[config.mk]
export PLATFORM = sky130hd
export DESIGN_NAME = ball_ctrl
export DESIGN_NICKNAME = d
export VERILOG_FILES = /design/src/rtl/ball_ctrl.sv
export SDC_FILE = /design/constraint.sdc
export NUM_CORES = 1
export LEC_CHECK = 0
export BUFFER_PORTS_ARGS = -buffer_cell sky130_fd_sc_hd__buf_2
export CAP_MARGIN = 20
export CORE_ASPECT_RATIO = 1.4
export CORE_MARGIN = 5
export CORE_UTILIZATION = 35
export DETAILED_ROUTE_END_ITERATION = 10
export PLACE_DENSITY = 0.51
export SYNTH_ARGS = -nofsm -noshare
export SYNTH_HDL_FRONTEND = slang
export SYNTH_SLANG_ARGS = --single-unit
[constraint.sdc]
create_clock -name clk -period 9.2 [get_ports clk]
set_clock_uncertainty 0.2 [all_clocks]
set_input_delay 1.38 -clock clk [delete_from_list [all_inputs] [get_ports clk]]
set_output_delay 1.38 -clock clk [all_outputs]
set_load 0.03 [all_outputs]
[src/rtl/ball_ctrl.sv]
`default_nettype none
// ============================================================================
// Module   : ball_ctrl
// Purpose  : Pong ball position/velocity, wall and paddle bounce, scoring and
//            serve timing; advances once per frame on refresh_tick.
// Revision : 1.0 - initial release
// ============================================================================
module ball_ctrl #(
    parameter int H_MAX        = 640,
    parameter int V_MAX        = 480,
    parameter int BALL_SIZE    = 8,
    parameter int BALL_V       = 2,
    parameter int PAD_H        = 72,
    parameter int PAD1_X_L     = 32,
    parameter int PAD1_X_R     = 35,
    parameter int PAD2_X_L     = 600,
    parameter int PAD2_X_R     = 603,
    parameter int SERVE_FRAMES = 60
) (
    input  logic       clk,
    input  logic       reset_n,
    input  logic       refresh_tick,
    input  logic [9:0] x,
    input  logic [9:0] y,
    input  logic [9:0] pad1_y,
    input  logic [9:0] pad2_y,
    input  logic       start,
    output logic       ball_on,
    output logic       score1,
    output logic       score2,
    output logic [9:0] ball_x,
    output logic [9:0] ball_y
);

    localparam logic [1:0] S_IDLE   = 2'd0;
    localparam logic [1:0] S_SERVE  = 2'd1;
    localparam logic [1:0] S_PLAY   = 2'd2;
    localparam logic [1:0] S_SCORED = 2'd3;

    localparam int CW = $clog2(SERVE_FRAMES + 1);

    localparam logic [9:0]    X_C        = 10'((H_MAX - BALL_SIZE) / 2);
    localparam logic [9:0]    Y_C        = 10'((V_MAX - BALL_SIZE) / 2);
    localparam logic [9:0]    STEP       = 10'(BALL_V);
    localparam logic [10:0]   SZ_M1      = 11'(BALL_SIZE - 1);
    localparam logic [10:0]   EDGE_LIM   = 11'(BALL_V);
    localparam logic [10:0]   RIGHT_LIM  = 11'(H_MAX - 1 - BALL_V);
    localparam logic [10:0]   BOTTOM_LIM = 11'(V_MAX - 1 - BALL_V);
    localparam logic [10:0]   P1_L       = 11'(PAD1_X_L);
    localparam logic [10:0]   P1_R       = 11'(PAD1_X_R);
    localparam logic [10:0]   P2_L       = 11'(PAD2_X_L);
    localparam logic [10:0]   P2_R       = 11'(PAD2_X_R);
    localparam logic [10:0]   PAD_H_M1   = 11'(PAD_H - 1);
    localparam logic [CW-1:0] SERVE_LAST = CW'(SERVE_FRAMES - 1);

    logic [1:0]    state_q,  state_d;
    logic [9:0]    bx_q,     bx_d;
    logic [9:0]    by_q,     by_d;
    logic          dx_neg_q, dx_neg_d;
    logic          dy_neg_q, dy_neg_d;
    logic [CW-1:0] cnt_q,    cnt_d;

    logic [10:0] bl, br, bt, bb;
    logic        miss_l, miss_r, hit_p1, hit_p2, wall_t, wall_b;

    assign bl = {1'b0, bx_q};
    assign br = {1'b0, bx_q} + SZ_M1;
    assign bt = {1'b0, by_q};
    assign bb = {1'b0, by_q} + SZ_M1;

    assign miss_l = dx_neg_q  && (bl <= EDGE_LIM);
    assign miss_r = !dx_neg_q && (br >= RIGHT_LIM);
    assign hit_p1 = dx_neg_q  && (bl <= P1_R) && (bl >= P1_L) &&
                    (bb >= {1'b0, pad1_y}) && (bt <= {1'b0, pad1_y} + PAD_H_M1);
    assign hit_p2 = !dx_neg_q && (br >= P2_L) && (br <= P2_R) &&
                    (bb >= {1'b0, pad2_y}) && (bt <= {1'b0, pad2_y} + PAD_H_M1);
    assign wall_t = dy_neg_q  && (bt <= EDGE_LIM);
    assign wall_b = !dy_neg_q && (bb >= BOTTOM_LIM);

    always_ff @(posedge clk or negedge reset_n) begin
        if (!reset_n) begin
            state_q  <= S_IDLE;
            bx_q     <= X_C;
            by_q     <= Y_C;
            dx_neg_q <= 1'b0;
            dy_neg_q <= 1'b0;
            cnt_q    <= '0;
        end else begin
            state_q  <= state_d;
            bx_q     <= bx_d;
            by_q     <= by_d;
            dx_neg_q <= dx_neg_d;
            dy_neg_q <= dy_neg_d;
            cnt_q    <= cnt_d;
        end
    end

    always_comb begin
        state_d  = state_q;
        bx_d     = bx_q;
        by_d     = by_q;
        dx_neg_d = dx_neg_q;
        dy_neg_d = dy_neg_q;
        cnt_d    = cnt_q;
        case (state_q)
            S_IDLE: begin
                if (start) state_d = S_SERVE;
            end
            S_SERVE: begin
                bx_d = X_C;
                by_d = Y_C;
                if (refresh_tick) begin
                    if (cnt_q == SERVE_LAST) begin
                        cnt_d   = '0;
                        state_d = S_PLAY;
                    end else begin
                        cnt_d = cnt_q + 1'b1;
                    end
                end
            end
            S_PLAY: begin
                if (refresh_tick) begin
                    // The serve direction is stored in dx so the SCORED cycle
                    // can tell which player scored without an extra flag.
                    if (miss_l) begin
                        state_d  = S_SCORED;
                        dx_neg_d = 1'b1;
                    end else if (miss_r) begin
                        state_d  = S_SCORED;
                        dx_neg_d = 1'b0;
                    end else begin
                        if (hit_p1)      dx_neg_d = 1'b0;
                        else if (hit_p2) dx_neg_d = 1'b1;
                        if (wall_t)      dy_neg_d = 1'b0;
                        else if (wall_b) dy_neg_d = 1'b1;
                        bx_d = dx_neg_d ? bx_q - STEP : bx_q + STEP;
                        by_d = dy_neg_d ? by_q - STEP : by_q + STEP;
                    end
                end
            end
            S_SCORED: begin
                bx_d    = X_C;
                by_d    = Y_C;
                cnt_d   = '0;
                state_d = S_SERVE;
            end
            default: state_d = S_IDLE;
        endcase
    end

    always_comb begin
        ball_x  = bx_q;
        ball_y  = by_q;
        score2  = (state_q == S_SCORED) && dx_neg_q;
        score1  = (state_q == S_SCORED) && !dx_neg_q;
        ball_on = ({1'b0, x} >= bl) && ({1'b0, x} <= br) &&
                  ({1'b0, y} >= bt) && ({1'b0, y} <= bb);
    end

endmodule
`default_nettype wire
==> results by group <==
Clock network
  • Root Driver: clkbuf_16
  • Postcts setup bufs: 0
  • Htree depth: 1
  • Reg clk slew, reported paths: 0.07 ns
  • CTS buffer count: 3
  • TritonCTS clock tree: yes
  • Largest buffer count on any clock path: 2
  • Clk sink count: 28
  • Hold_buf cts: 0
  • Cts repair resizes: 0
  • Clk Latency, worst-skew pair: about 0.26 ns

Die
  • Num rows: 48
  • Initial Util: 0.359
  • Core Area: 12400 sq um
  • Die area: 15100 sq um
  • Die W: roughly 110 um
  • Num ports: 67
  • Die Ht: ~140 um

Route
  • Pre-Repair DR Iteration Count: 4
  • Vias per inst: around 5.6
  • Via Count: 4242
  • Post-Route WL: between 10 and 15 mm
  • Routed len/inst: ~18 um
  • Final ANT Viol Nets: 0
  • Drt drc: 0
  • Drt initial violations: 160

Yosys
  • Register area share after synthesis: 0.160
  • Synth unique cells: just over 70
  • Post-synth EDFFs: 0
  • Synth Instances: about 560
  • Ys flop type: dfrtp_1
  • Synth Warn #: 0
  • #FFs+latches synth: 28
  • Post-synth ARST share: 1.00
  • Syn_area_per_cell: around 8.0 sq um
  • Post-Synthesis Cell Area: between 4000 and 5000 sq um

Run
  • Max-Cap Viols: 0

GRT
  • Total global routing overflow: 0
  • First-pass GRT wire length: 21.9 mm
  • Number of global-route vias before repair: 4452
  • Antenna violations before repair: 0
  • Largest net degree at the start of global routing: 29
  • GRT Resource Usage Total: 0.178

Critical path
  • Worst setup SP type: register
  • Critical path's slowest cell: dfrtp_1
  • Worst Setup End Kind: primary output
  • Critical path buffer and inverter count: 3
  • CP delay by family, top: compound AO/OA/AOI/OAI gates
  • Arrival @ worst endpoint: 4.20 ns
  • CP cell instances: inv_1 -> ha_1 -> or3_1 -> xnor2_1 -> inv_1 -> ha_1 -> a21o_1 -> a21oi_1 -> o21ai_0 -> a21oi_1 -> nor2b_1 -> o31ai_1 -> o21ai_0 -> a211oi_1 -> buf_2
  • Crit path largest cell delay: around 0.63 ns
  • Crit-path max FO: 11
  • WP data required: 7.62 ns
  • Type of the worst setup path: reg2out

STA
  • Worst slew pin tran: roughly 0.93 ns
  • Rel. slew slack: 0.381
  • Final Cycle Share: 0.628
  • Post-route setup TNS: 0 ns
  • Hold Vio Cnt, Final: 0
  • Max Freq: 173 MHz
  • Post-layout min period: a little under 6 ns
  • RSZ-0062 raised after global routing: no
  • Pins over their slew limit: 0
  • Final setup fails: 0
  • Final worst slack: 3.42 ns

Finish
  • Final Cell Area: slightly below 5000 sq um
  • Post-layout nets: about 740
  • Antenna cells: 0
  • Fraction of layout cells with a size suffix above 1: 0.161
  • P&R area growth vs syn: 10.2%
  • Final non-filler cell total: 754
  • Fillcell total: about 1300

Placed design
  • Place WS: 3.68 ns
  • DP Area: about 4800 sq um
  • Placed insts: 749
  • Routability cong.: slightly below 0.9
  • Input/output buffers: 64
  • Dpl hpwl: between 10 and 15 mm

Power
  • Overall power: 0.987 mW
  • Max VDD drop: between 0.08 and 0.09 mV
  • Leakage: roughly 2.4 nW
  • P per Cell Area: approximately 200 nW/um^2

Hold path
  • Worst Hold Class: reg2reg

Status
  • Status: completed
-- synth_stat cells, drive strengths merged (2+ instances only) --
cell type | count | area [sq um]
nor3 | 14 | 70.1
nor2b | 5 | 31.3
o211a | 2 | 20.0
or3 | 6 | 37.5
a311oi | 2 | 17.5
a21oi | 38 | 190
and3b | 2 | 17.5
a21boi | 2 | 15.0
buf | 18 | 121
o221ai | 2 | 17.5
a31oi | 7 | 43.8
nand2b | 2 | 12.5
o21a | 6 | 45.0
and2 | 3 | 18.8
or4 | 2 | 18.8
clkbuf | 6 | 22.5
a22oi | 3 | 22.5
or2 | 2 | 12.5
nand2 | 35 | 131
o211ai | 4 | 30.0
nor4 | 9 | 62.6
xnor2 | 33 | 289
a2bb2oi | 2 | 17.5
o2111ai | 3 | 38.8
nand3 | 25 | 143
inv | 55 | 206
a211oi | 6 | 45.0
dfrtp | 18 | 450
ha | 86 | 1080
mux2 | 7 | 78.8
and3 | 5 | 31.3
nor2 | 50 | 188
o21ai | 25 | 133
a221o | 4 | 40.0
mux2i | 8 | 80.1
a31o | 2 | 17.5
o31ai | 4 | 30.0
and4 | 3 | 26.3
nand4 | 10 | 62.6
dfstp | 10 | 263
xor2 | 5 | 43.8
o21bai | 2 | 15.0
a21o | 9 | 67.6
-- cells by family after synthesis --
| family | Yosys count | share of synthesized area |
|---|---|---|
| adder cells (fa/ha/maj) | 87 | 0.243 |
| buffers and inverters | 79 | 0.0785 |
| other | 1 | 0.000840 |
| AND/OR/NAND/NOR | 177 | 0.202 |
| flip-flops | 28 | 0.160 |
| AO/OA/AOI/OAI | 133 | 0.206 |
| multiplexers | 15 | 0.0356 |
| XOR/XNOR | 38 | 0.0746 |
-- worst register-to-register path, delay by kind of cell (launching register included) --
kind	cells	cell delay, ns
adder cells (fa/ha/maj)	2	0.77
XOR/XNOR	1	0.44
multiplexers	1	0.34
flip-flops	1	0.63
AND/OR/NAND/NOR	2	0.71
AO/OA/AOI/OAI	6	0.98
buffers and inverters	2	0.56
-- area by class of cell --
| class | count | area [sq um] | share of cell area |
|---|---|---|---|
| Clock buffer | 4 | 78.8 | 0.0160 |
| Sequential cell | 28 | 713 | 0.145 |
| Inverter | 55 | 206 | 0.0420 |
| Multi-Input combinational cell | 452 | 3400 | 0.692 |
| Timing Repair Buffer | 65 | 328 | 0.0667 |
| Tap cell | 150 | 188 | 0.0382 |
-- report_power, final --
| part | switching (mW) | total (mW) | internal (mW) |
|---|---|---|---|
| clock network | 0.0435 | 0.103 | 0.0595 |
| logic | 0.401 | 0.660 | 0.259 |
| registers | 0.0678 | 0.224 | 0.156 |
-- routing by layer --
metal	wire length [um]	track usage	vias to the layer above
li1	-	-	2110
met1	5500	0.202	2009
met2	6970	0.340	103
met3	480	0.0198	20
met4	309	0.0615	0
met5	0	0	-
-- registers in the layout, summed over array words and instances (netlist names) --
name and flops:
ball_x 9, ball_y 9, cnt_q 6, state_q 2
dx_neg_q 1, dy_neg_q 1
-- path summary, 6_finish.rpt --
kind	from	end	slack, ns	cells past startpoint
worst min-delay path	cnt_q[1]	cnt_q[1]	0.33	2
min in group asynchronous	reset_n	cnt_q[0]	0.96	1
worst max-delay path	ball_y[1]	ball_on	3.42	15
max in group asynchronous	reset_n	dy_neg_q	7.40	1
worst max register to register	ball_y[1]	ball_x[6]	4.49	14
worst min register to register	cnt_q[1]	cnt_q[1]	0.33	2
-- placed cells by master, fill, tap and decap left out, drive strengths merged, types with 9 or more instances in the layout --
cell type  synthesis  final
xnor2             33     33
nor3              14     14
nand3             25     25
dfstp             10     10
inv               55     55
dfrtp             18     18
buf               18     65
nor4               9      9
nand2             35     35
a21o               9      9
a21oi             38     38
nand4             10     10
nor2              50     50
o21ai             25     25
ha                86     86
-- per-stage QoR --
stage,hold WS (ns),utilization
after floorplan,0.276,-
after global placement,0.302,0.389
after detailed placement,0.318,0.389
after CTS,0.333,0.395
after global routing,0.373,0.396
final,0.327,0.396
No activity file was read; power rests on OpenSTA's default activity.
